$ cat config.mk
export PLATFORM = sky130hd
export DESIGN_NAME = mem_ctrl_m
export DESIGN_NICKNAME = d
export VERILOG_FILES = /design/src/rtl/mem_ctrl_m.sv
export SDC_FILE = /design/constraint.sdc
export NUM_CORES = 1
export LEC_CHECK = 0
export CAP_MARGIN = 20
export CORE_AREA = 3 3 120 122
export DETAILED_ROUTE_END_ITERATION = 7
export DIE_AREA = 0 0 123 125
export PLACE_DENSITY = 0.9
export SLEW_MARGIN = 20
export SYNTH_ARGS = -nofsm -noshare
export SYNTH_HDL_FRONTEND = slang
export SYNTH_SLANG_ARGS = --single-unit
$ cat constraint.sdc
create_clock -name clk -period 4.2 [get_ports clk]
set_input_delay 0.42 -clock clk [delete_from_list [all_inputs] [get_ports clk]]
set_output_delay 0.42 -clock clk [all_outputs]
set_load 0.005 [all_outputs]
$ cat src/rtl/mem_ctrl_m.sv
// mem_ctrl_m -- MEM-stage controller for the five-stage MIPS pipeline.
//
// Decodes the M-stage instruction into write-back controls and runs a
// request/acknowledge transaction with a variable-latency data memory.
// Supports word, half-word and byte accesses with byte enables and
// load extension. The pipeline is stalled while a transaction is
// outstanding. Misaligned accesses and memory timeouts are flagged.
//
// Parameters:
//   ADDR_W   data-memory address width
//   SUBWORD  1: decode lb/lbu/lh/lhu/sb/sh; 0: treat them as non-memory
//   TIMEOUT  BUSY cycles without mem_ack before a bus error (1..255)
//
// Ports:
//   clk, reset         clock, asynchronous active-high reset
//   instr_M, valid_M   M-stage instruction and its valid flag
//   addr_M, wdata_M    effective address, store data
//   mem_req/we/addr/be/wdata   registered memory request
//   mem_ack, mem_rdata         memory completion and read data
//   stall_M            freeze the upstream pipeline registers
//   RegWrite, Mem2Reg  write-back controls (Mem2Reg: 00 ALU, 01 load, 10 PC+8)
//   load_data          registered, extended load result
//   exc_adel/exc_ades  misaligned load/store (combinational)
//   bus_err            one-cycle timeout pulse (registered)
module mem_ctrl_m #(
  parameter int unsigned ADDR_W  = 32,
  parameter int unsigned SUBWORD = 1,
  parameter int unsigned TIMEOUT = 16
) (
  input  logic              clk,
  input  logic              reset,
  input  logic [31:0]       instr_M,
  input  logic              valid_M,
  input  logic [ADDR_W-1:0] addr_M,
  input  logic [31:0]       wdata_M,
  output logic              mem_req,
  output logic              mem_we,
  output logic [ADDR_W-1:0] mem_addr,
  output logic [3:0]        mem_be,
  output logic [31:0]       mem_wdata,
  input  logic              mem_ack,
  input  logic [31:0]       mem_rdata,
  output logic              stall_M,
  output logic              RegWrite,
  output logic [1:0]        Mem2Reg,
  output logic [31:0]       load_data,
  output logic              exc_adel,
  output logic              exc_ades,
  output logic              bus_err
);

  localparam bit         SW_EN  = (SUBWORD != 0);
  localparam logic [7:0] TMO_M1 = 8'(TIMEOUT - 1);

  typedef enum logic [1:0] {
    S_IDLE = 2'd0,
    S_BUSY = 2'd1,
    S_DONE = 2'd2
  } state_t;

  state_t r_state, w_next;

  // ---------------- decode ----------------
  logic [5:0] w_op, w_fn;
  logic w_addu, w_subu, w_ori, w_lui, w_jal;
  logic w_lw, w_sw, w_lb, w_lbu, w_lh, w_lhu, w_sb, w_sh;
  logic w_load, w_store, w_word, w_half, w_byte;
  logic w_mis, w_memop_ok;
  logic w_unused;

  assign w_op   = instr_M[31:26];
  assign w_fn   = instr_M[5:0];
  // register and immediate fields play no part in this decode
  assign w_unused = ^instr_M[25:6];

  assign w_addu = (w_op == 6'b000000) && (w_fn == 6'b100001);
  assign w_subu = (w_op == 6'b000000) && (w_fn == 6'b100011);
  assign w_ori  = (w_op == 6'b001101);
  assign w_lui  = (w_op == 6'b001111);
  assign w_jal  = (w_op == 6'b000011);
  assign w_lw   = (w_op == 6'b100011);
  assign w_sw   = (w_op == 6'b101011);
  assign w_lb   = SW_EN && (w_op == 6'b100000);
  assign w_lbu  = SW_EN && (w_op == 6'b100100);
  assign w_lh   = SW_EN && (w_op == 6'b100001);
  assign w_lhu  = SW_EN && (w_op == 6'b100101);
  assign w_sb   = SW_EN && (w_op == 6'b101000);
  assign w_sh   = SW_EN && (w_op == 6'b101001);

  assign w_load  = w_lw | w_lb | w_lbu | w_lh | w_lhu;
  assign w_store = w_sw | w_sb | w_sh;
  assign w_word  = w_lw | w_sw;
  assign w_half  = w_lh | w_lhu | w_sh;
  assign w_byte  = w_lb | w_lbu | w_sb;

  assign w_mis      = (w_half & addr_M[0]) | (w_word & (addr_M[1:0] != 2'b00));
  assign w_memop_ok = valid_M & (w_load | w_store) & ~w_mis;

  assign exc_adel = valid_M & w_load  & w_mis;
  assign exc_ades = valid_M & w_store & w_mis;

  // ---------------- byte enables / store data ----------------
  logic [3:0]  w_be;
  logic [31:0] w_wd;

  always_comb begin
    w_be = '0;
    w_wd = wdata_M;
    if (w_word) begin
      w_be = 4'b1111;
    end else if (w_half) begin
      w_be = addr_M[1] ? 4'b1100 : 4'b0011;
      w_wd = {2{wdata_M[15:0]}};
    end else if (w_byte) begin
      w_be = 4'b0001 << addr_M[1:0];
      w_wd = {4{wdata_M[7:0]}};
    end
  end

  // ---------------- load extension ----------------
  // r_lsz: 00 byte, 01 half, 10 word; lane chosen by the latched addr[1:0]
  logic [1:0]  r_lo, r_lsz;
  logic        r_lsgn;
  logic [7:0]  w_bsel;
  logic [15:0] w_hsel;
  logic [31:0] w_ext;

  always_comb begin
    w_bsel = mem_rdata[7:0];
    case (r_lo)
      2'd0: w_bsel = mem_rdata[7:0];
      2'd1: w_bsel = mem_rdata[15:8];
      2'd2: w_bsel = mem_rdata[23:16];
      default: w_bsel = mem_rdata[31:24];
    endcase
    w_hsel = r_lo[1] ? mem_rdata[31:16] : mem_rdata[15:0];
    case (r_lsz)
      2'b00:   w_ext = {{24{r_lsgn & w_bsel[7]}}, w_bsel};
      2'b01:   w_ext = {{16{r_lsgn & w_hsel[15]}}, w_hsel};
      default: w_ext = mem_rdata;
    endcase
  end

  // ---------------- FSM ----------------
  logic [7:0] r_cnt;
  logic       r_tmo;
  logic       w_start, w_ack_done, w_tmo;

  always_ff @(posedge clk or posedge reset) begin
    if (reset) r_state <= S_IDLE;
    else       r_state <= w_next;
  end

  always_comb begin
    w_next     = r_state;
    w_start    = 1'b0;
    w_ack_done = 1'b0;
    w_tmo      = 1'b0;
    case (r_state)
      S_IDLE: begin
        if (w_memop_ok) begin
          w_next  = S_BUSY;
          w_start = 1'b1;
        end
      end
      S_BUSY: begin
        // ack wins over a timeout landing in the same cycle
        if (mem_ack) begin
          w_next     = S_DONE;
          w_ack_done = 1'b1;
        end else if (r_cnt == TMO_M1) begin
          w_next = S_DONE;
          w_tmo  = 1'b1;
        end
      end
      S_DONE:  w_next = S_IDLE;
      default: w_next = S_IDLE;
    endcase
  end

  assign stall_M  = ((r_state == S_IDLE) & w_memop_ok) | (r_state == S_BUSY);
  assign RegWrite = valid_M & (w_addu | w_subu | w_ori | w_lui | w_jal | w_load)
                  & ~w_mis & ~((r_state == S_DONE) & r_tmo);
  assign Mem2Reg  = w_jal ? 2'b10 : (w_load ? 2'b01 : 2'b00);

  // ---------------- registered datapath ----------------
  always_ff @(posedge clk or posedge reset) begin
    if (reset) begin
      mem_req   <= 1'b0;
      mem_we    <= 1'b0;
      mem_addr  <= '0;
      mem_be    <= '0;
      mem_wdata <= '0;
      load_data <= '0;
      bus_err   <= 1'b0;
      r_cnt     <= '0;
      r_tmo     <= 1'b0;
      r_lo      <= '0;
      r_lsz     <= '0;
      r_lsgn    <= 1'b0;
    end else begin
      bus_err <= w_tmo;
      if (w_start) begin
        mem_req   <= 1'b1;
        mem_we    <= w_store;
        mem_addr  <= {addr_M[ADDR_W-1:2], 2'b00};
        mem_be    <= w_be;
        mem_wdata <= w_wd;
        r_cnt     <= '0;
        r_lo      <= addr_M[1:0];
        r_lsz     <= w_byte ? 2'b00 : (w_half ? 2'b01 : 2'b10);
        r_lsgn    <= w_lb | w_lh;
      end else if (r_state == S_BUSY) begin
        r_cnt <= r_cnt + 8'd1;
      end
      if (w_ack_done | w_tmo) mem_req <= 1'b0;
      if (w_ack_done & ~mem_we) load_data <= w_ext;
      if (w_tmo) r_tmo <= 1'b1;
      else if (r_state == S_DONE) r_tmo <= 1'b0;
    end
  end

endmodule

# After elaboration in Yosys (flattened, before gate mapping)

Index checks and enable logic that the tools add are counted.
W data, S select, Z words.

$add $sub $neg: 1
Equal/unequal tests: 21
Shift operators: 1
Mux-type cells: 31
Bitwise operators: 40
Reductions and logical operators: 11

Operators with widths:

| cell                  | number |
|---|---|
| $mux W32              | 3 |
| $pmux W32 S2          | 1 |
| $eq A6 B6 Y1 const B  | 10 |
| $pmux W8 S3           | 1 |
| $or A1 B1 Y1          | 21 |
| $and A1 B1 Y1         | 16 |
| $mux W16              | 1 |
| $mux W4               | 4 |
| $mux W8               | 2 |
| $eq A6 B4 Y1 const B  | 2 |
| $mux W1               | 12 |
| $mux W2               | 6 |
| $add A8 B1 Y8 const B | 1 |
| $eq A8 B4 Y1 const B  | 1 |
| $reduce_bool A2 Y1    | 4 |
| $eq A2 B1 Y1 const B  | 3 |
| $eq A6 B2 Y1 const B  | 1 |
| $logic_not A2 Y1      | 3 |
| $logic_not A6 Y1      | 1 |
| $eq A2 B2 Y1 const B  | 2 |
| $pmux W2 S2           | 1 |
| $shl A1 B2 Y4 const A | 1 |
| $ne A3 B3 Y1 const B  | 1 |
| $not A1 Y1            | 3 |
| other kinds (3)       | 4 |

Register bits: 117
Bits of input ports: 132
Output and inout bits: 109
Logic and storage cells: 118

# Logic depth before layout (Yosys ltp)

Gate-level depths: netlist of run 1.

Word-level depth: 12
Mapped depth: 7
Depth with buffers taken out: 5

# Worst setup path after synthesis of run 1

OpenSTA, ideal clock, no wires.

Path kind: input to output
From: in instr_M[26]
To: out stall_M
Arrival time: 1.663 ns
Data required time: 3.780 ns
Setup slack: 2.117 ns
Stages on the path: 7
Buffers on the path: 3
Path through: buf_2 and4b_1 o2111a_1 or2_1 buf_6 clkbuf_1 nand2_1

Cells in the longest elaborated chain, start to end: 10
Elaborated cells between the ends (all ways): 26
Classes of those cells: 8 x eq/ne; 18 x bitwise

Ends and longest elaborated chain:

| what                                   | line   | text |
|---|---|---|
| start, declared                        | 32     | `input logic [31:0] instr_M,` |
| $eq A6 B6 Y1, on equally long branches | 81, 83 |  |
| $or A1 B1 Y1 (4 in a row)              | 90     | `assign w_load = w_lw \| w_lb \| w_lbu \| w_lh \| w_lhu;` |
| $or A1 B1 Y1                           | 97     | `assign w_memop_ok = valid_M & (w_load \| w_store) & ~w_mis;` |
| $and A1 B1 Y1                          | 97     |  |
| $and A1 B1 Y1 *                        | 97     |  |
| $and A1 B1 Y1 *                        | 181    | `assign stall_M = ((r_state == S_IDLE) & w_memop_ok) \| (r_state == S_BUSY);` |
| $or A1 B1 Y1 *                         | 181    |  |
| end, declared                          | 43     | `output logic stall_M,` |

Mark *: on every way between the ends. The rest lies on a longest branch, timed or not.

# Worst setup path after layout of run 1

Ends and elaborated chain as after synthesis.

==> flow_summary_export.csv, run 1 <==
group,metric,value,unit
worst_setup_path,worstSetupPathType,"in2out",
placed_design,placement.io_buffers,217,
yosys,synthesis.area,5700,um2
yosys,yosys_warn_count,0,
floorplanning,die_w,123,um
yosys,cells_after_synthesis,531,
min_path,min-delay-path-class,"reg2reg",
floorplanning,die_height,125,um
worst_setup_path,setup.worst_path.start,"instr_M[26]",
run,max_cap_violations,0,
routing,drcViolationCount,0,
floorplanning,core_region_area,13300,um2
power_and_ir_drop,clock_power_share,30.6,%
worst_setup_path,arrival,2.70,ns
final_layout,fin_nets,871,
clock_tree,total_cts_buffers,17,
final_layout,fin_area,8540,um2
clock_tree,path_clk_slew,0.05,ns
placed_design,place_hpwl,12100,um
clock_tree,cts_max_path_buffers,2,
yosys,ys_seq_area_share,51.4,%
timing,timing.final.max_slew_violations,0,
timing,timing_worst_slew_pin_value,0.764,ns
timing,final_min_period_over_clock_period,74.3,%
timing,final-setup-viol-count,0,
yosys,asyncSetResetFlopFracSynth,100,%
timing,hold_viol_final,0,
placed_design,place.gp.congestion,0.779,
routing,vias,5031,
clock_tree,cts_post_setup_buffers_inserted,0,
timing,rsz0062_at_grt,"false",
final_layout,seqCellArea,2930,um2
clock_tree,root_buffer,"clkbuf_16",
clock_tree,cts_sinks,117,
final_layout,drive_gt1_share,15.9,%
yosys,postSynthRegisterBits,117,
power_and_ir_drop,psw,0.00118,W
timing,max_freq,320,MHz
clock_tree,skew_pair_late_insertion_delay,0.40,ns
routing,detail-route-antenna-nets,0,
power_and_ir_drop,power.internal,0.00316,W
routing,wl_per_cell,18.2,um
final_layout,layout.cells.most_common,"clkdlybuf4s50_1",
routing,drtPass1Iterations,5,
final_layout,final_cell_count_no_fill,925,
power_and_ir_drop,peakVddDrop,298,uV
floorplanning,boundaryPins,241,
routing,finalWirelength,16800,um
floorplanning,fp.dieArea,15400,um2
routing,routed_via_density,5.44,
final_layout,area_growth_syn_to_layout,49.9,%
timing,fin_skew,0.00626,ns
worst_setup_path,reg2reg_from,"r_lo[1]$_DFFE_PP0P_",
yosys,synth_edf_count,0,
power_and_ir_drop,p_comb_share,31.1,%
clock_tree,cts-hold-fix-buffers,0,
final_layout,insertedDiodeCount,0,
worst_setup_path,worst-endpoint-required,3.78,ns
global_route,gr-usage-all-layers,22.5,%
worst_setup_path,critPathMaxFanout,13,
final_layout,total_area_of_multi_input_combinational_cells,2540,um2
power_and_ir_drop,power.leakage,3.69,nW
worst_setup_path,cp_launch_type,"input port",
timing,layout_min_cycle_time,3.12,ns
global_route,grt_start_max_net_pins,84,
global_route,grt_pass1_vias,5254,
worst_setup_path,end_kind,"primary output",
power_and_ir_drop,netSwitchingFraction,27.1,%
timing,hold_ws,0.478,ns
timing,setup-tns-final,0,ns
routing,number_of_drc_violations_after_detailed_routing_iteration_0,343,
placed_design,detailed_place.area,7990,um2
yosys,post_synth_num_cell_types,50,
power_and_ir_drop,power.share.sequential,38.3,%
clock_tree,post_cts_resized,0,
global_route,global_route_overflow,0,
clock_tree,clock_tree.htree_level_count,4,
min_path,timing.hold.worst.start,"load_data[5]$_DFFE_PP0P_",
placed_design,placedCellCount,895,
final_layout,fillCellCount,1026,
yosys,synthFlopType,"dfrtp_1",
power_and_ir_drop,report.power.total,0.00434,W
power_and_ir_drop,power.density_cell_area,508,nW/um2
global_route,antenna_found_initial,0,
global_route,wire_length_of_the_first_global_routing_pass,27100,um
timing,slew_headroom,49.1,%
yosys,postSynthAreaPerCell,10.7,um2
clock_tree,tritoncts_clock_tree,"yes",
floorplanning,floorplan.rows,42,
status,outcome,"completed",
final_layout,layout_common_cells,"clkdlybuf4s50_1, dfrtp_1, mux2_2, o21ai_0, nand2_1",
floorplanning,initial_utilization,42.9,%
==> synthesized netlist by cell type (all sizes together) (2+ instances only) <==
cell	count	share of area, %
dfrtp	117	51
mux2	69	14
o21ai	64	5.6
nand2	43	2.8
nand3	35	3.1
clkbuf	23	1.5
mux2i	23	4.0
nor2	22	1.4
a21oi	20	1.8
buf	17	2.3
inv	10	0.66
nor2b	7	0.77
nor3	6	0.53
o31ai	6	0.79
or3	6	0.66
a221oi	5	0.77
a22o	5	0.77
nand2b	5	0.55
a311o	4	0.70
a31oi	4	0.44
and3	4	0.44
and2	3	0.33
a2bb2oi	2	0.31
a31o	2	0.31
and4b	2	0.35
nand3b	2	0.26
nor3b	2	0.26
nor4	2	0.22
o2111ai	2	0.31
o211ai	2	0.26
o22ai	2	0.22
or2	2	0.22
==> sequential cells by signal (all words and copies together), names as in the netlist <==
name	flops
bus_err	1
load_data	32
mem_addr	30
mem_be	4
mem_req	1
mem_wdata	32
mem_we	1
r_cnt	8
r_lo	2
r_lsgn	1
r_lsz	2
r_state	2
r_tmo	1
==> routing by layer <==
layer	vias to the layer above	share of wire (%)	GRT usage (%)
li1	2331	-	-
met1	2432	37	25.2
met2	245	49	37.7
met4	0	1.6	7.43
met5	-	0	0
met3	23	12	10.3
==> final timing paths <==
kind | to | slack [ns] | cells past startpoint
worst min register to register | load_data[5]$_DFFE_PP0P_ | 0.48 | 2
worst max-delay path | stall_M | 1.08 | 6
max in group asynchronous | load_data[8]$_DFFE_PP0P_ | 2.86 | 3
worst max register to register | load_data[25]$_DFFE_PP0P_ | 1.91 | 4
worst min-delay path | load_data[5]$_DFFE_PP0P_ | 0.48 | 2
min in group asynchronous | mem_addr[10]$_DFFE_PP0P_ | 0.52 | 2
==> cell type report <==
type / count / share of cell area, %
sequential: 117 / 34.3
multi-input combinational: 365 / 29.8
timing repair buffer: 227 / 26.4
clock buffer: 20 / 5.46
tap: 176 / 2.58
clock inverter: 10 / 0.967
inverter: 10 / 0.498
==> critical path, cell delays in order <==
cell	delay, ns
clkdlybuf4s50_1	0.63
and4b_1	0.31
o2111a_1	0.36
or2_2	0.38
nand2_1	0.08
clkdlybuf4s50_1	0.51
==> through the flow <==
| step | util, % | worst slack [ns] |
|---|---|---|
| detailed placement | 60.1 | 1.06 |
| global route | 64.3 | 0.953 |
| global placement | 60.1 | 1.07 |
| CTS | 64.2 | 1.05 |
| finish | 64.3 | 1.08 |
| floorplan | - | 0.679 |
==> kinds of logic after synthesis <==
kind of cell / share of synthesized area (%)
adder cells (fa/ha/maj): 0.220
AND/OR/NAND/NOR: 12.7
AO/OA/AOI/OAI: 12.9
flip-flops: 51.4
multiplexers: 18.1
other: 0.0658
buffers and inverters: 4.52
XOR/XNOR: 0.154
==> power by group through the flow <==
stage          logic [W]  clock network (W)  registers, W
6_report         0.00135            0.00133       0.00166
5_1_grt          0.00149            0.00140       0.00170
4_1_cts          0.00137            0.00136       0.00166
3_5_place_dp     0.00136                  0       0.00168
3_3_place_gp     0.00133                  0       0.00166
2_1_floorplan   0.000488                  0       0.00166
No activity file was read; power rests on OpenSTA's default activity.
==> run 2, diff against run 1 <==
- CORE_AREA: 3 3 120 122 -> 3 3 125 127
- DIE_AREA: 0 0 123 125 -> 0 0 128 130
- PLACE_DENSITY: 0.9 -> 0.88
- clock period: 4.2 -> 2.7 ns (I/O delays scaled with it)
==> flow_summary_export.csv, run 2 (same netlist as run 1, synthesis figures left out) <==
group,metric,value,unit
floorplanning,core_region_area,14500,um2
global_route,global_route_overflow,0,
routing,number_of_drc_violations_after_detailed_routing_iteration_0,346,
worst_setup_path,timing.reg2reg.worst_path_depth,5,
status,outcome,"completed",
routing,vias,5012,
clock_tree,path_clk_slew,0.05,ns
routing,drtPass1Iterations,4,
worst_setup_path,critical_path.top_delay_family,"buffers and inverters",
clock_tree,cts_max_path_buffers,2,
worst_setup_path,critical_path.cell_chain,"clkdlybuf4s50_1 > nor4b_2 > buf_4 > a31oi_1 > o32ai_2 > and4b_1 > clkdlybuf4s50_1",
min_path,min-delay-path-class,"in2async",
placed_design,placement.io_buffers,217,
floorplanning,initial_utilization,39.2,%
clock_tree,tritoncts_clock_tree,"yes",
clock_tree,cts_sinks,117,
worst_setup_path,cp_launch_type,"input port",
timing,rsz0062_at_grt,"false",
worst_setup_path,critPathMaxFanout,1,
timing,slew_headroom,54.1,%
run,max_cap_violations,0,
routing,met2RoutedLength,8220,um
timing,fin_skew,0.00563,ns
final_layout,fin_nets,883,
worst_setup_path,critPathBufInv,3,
timing,layout_min_cycle_time,2.54,ns
worst_setup_path,end_kind,"primary output",
power_and_ir_drop,peakVddDrop,440,uV
timing,timing.final.max_slew_violations,0,
worst_setup_path,worst-endpoint-required,2.43,ns
timing,timing_worst_slew_pin_value,0.689,ns
final_layout,seqCellArea,2930,um2
worst_setup_path,reg2reg_from,"r_state[1]$_DFFE_PP0P_",
floorplanning,boundaryPins,241,
routing,routed_via_density,5.29,
clock_tree,cts_post_setup_buffers_inserted,0,
final_layout,layout_common_cells,"clkdlybuf4s50_1, dfrtp_1, mux2_2, o21ai_0, nand2_1",
worst_setup_path,worstSetupPathType,"in2out",
global_route,wire_length_of_the_first_global_routing_pass,26500,um
final_layout,final_cell_count_no_fill,947,
routing,highest_layer,"met4",
timing,final_min_period_over_clock_period,94.2,%
power_and_ir_drop,power.density_cell_area,801,nW/um2
worst_setup_path,arrival,2.27,ns
global_route,grt_start_max_net_pins,118,
power_and_ir_drop,report.power.total,0.00696,W
routing,drcViolationCount,0,
clock_tree,post_cts_resized,1,
placed_design,place.gp.congestion,0.861,
clock_tree,clock_tree.htree_level_count,4,
floorplanning,fp.dieArea,16600,um2
routing,detail-route-antenna-nets,0,
final_layout,insertedDiodeCount,0,
placed_design,place_hpwl,12000,um
global_route,grt_pass1_vias,5176,
timing,max_freq,393,MHz
routing,drt-met1-wl,6420,um
routing,finalWirelength,16700,um
clock_tree,total_cts_buffers,17,
placed_design,placedCellCount,915,
worst_setup_path,critical-path-max-stage-delay,0.51,ns
final_layout,fillCellCount,1202,
clock_tree,skew_pair_late_insertion_delay,0.41,ns
worst_setup_path,crit_top_cell,"clkdlybuf4s50_1",
global_route,antenna_found_initial,0,
final_layout,drive_gt1_share,17.2,%
worst_setup_path,critical-path-slowest-cell,"clkdlybuf4s50_1",
routing,wl_met3,1680,um
floorplanning,die_height,130,um
floorplanning,die_w,128,um
final_layout,area_growth_syn_to_layout,52.4,%
clock_tree,cts-hold-fix-buffers,0,
timing,hold_viol_final,0,
timing,final-setup-viol-count,0,
final_layout,reg.largest.list,"load_data (32), mem_wdata (32), mem_addr (30)",
floorplanning,floorplan.rows,44,
final_layout,layout.cells.most_common,"clkdlybuf4s50_1",
final_layout,total_area_of_multi_input_combinational_cells,2540,um2
global_route,gr-usage-all-layers,20.3,%
worst_setup_path,critical_path.reg2reg.endpoint,"mem_addr[18]$_DFFE_PP0P_",
routing,wl_per_cell,17.7,um
power_and_ir_drop,power.leakage,3.76,nW
worst_setup_path,r2r_slack,0.71,ns
clock_tree,root_buffer,"clkbuf_16",
## run 2: layer usage
| metal | track usage, % | vias to the layer above |
|---|---|---|
| met5 | 0 | - |
| met4 | 8.11 | 0 |
| met3 | 8.43 | 34 |
| met2 | 33.8 | 219 |
| met1 | 23.3 | 2414 |
| li1 | - | 2345 |
## run 2: metrics by stage
stage | setup WS [ns] | util, % | hold WS [ns] | instance area, um2 | TNS, ns
global placement | -0.0178 | 55.6 | 0.462 | 8080 | -0.0178
CTS | 0.109 | 59.7 | 0.431 | 8680 | 0
floorplan | 0.788 | - | 0.341 | 5710 | 0
detailed placement | -0.0313 | 55.6 | 0.470 | 8080 | -0.0313
finish | 0.158 | 59.8 | 0.355 | 8690 | 0
global route | 0.0415 | 59.8 | 0.443 | 8690 | 0
## run 2: area by class of cell
type	instances	area share, %
clock buffers	19	4.98
clock inverters	13	1.83
inverters	10	0.475
multi-input cells	365	29.3
flip-flops and latches	117	33.7
well taps	184	2.65
repair buffers	239	27.1
## run 2: worst register-to-register path: cells and delay by family (launching register included)
kind	cells	cell delay, ns
DFF	1	0.47
AOI/OAI and AO/OA	2	0.37
and+or+nand+nor	1	0.32
muxes	1	0.41
buffers and inverters	1	0.31
## run 2: power breakdown
group          total [W]  internal (W)  leakage, nW  switching, W
Combinational    0.00211       0.00135         2.01      0.000758
Sequential       0.00259       0.00226         1.46      0.000323
Clock            0.00226       0.00145        0.283      0.000813
Total            0.00696       0.00507         3.76       0.00189
## run 2: worst max-delay path by stage
stage	start	end	slack [ns]	depth (start not counted)
2_1_floorplan	r_lo[1]$_DFFE_PP0P_	load_data[16]$_DFFE_PP0P_	0.79	6
3_3_place_gp	instr_M[2]	RegWrite	-0.02	7
3_5_place_dp	instr_M[2]	RegWrite	-0.03	7
4_1_cts	instr_M[2]	RegWrite	0.11	7
5_1_grt	instr_M[27]	stall_M	0.04	6
6_report	instr_M[2]	RegWrite	0.16	7
==> run 3, diff against run 2 <==
- CAP_MARGIN: 20 -> default
- SLEW_MARGIN: 20 -> default
==> results of run 3 <==
Same layout as run 2: the final DEF is identical, and so are final timing and power.
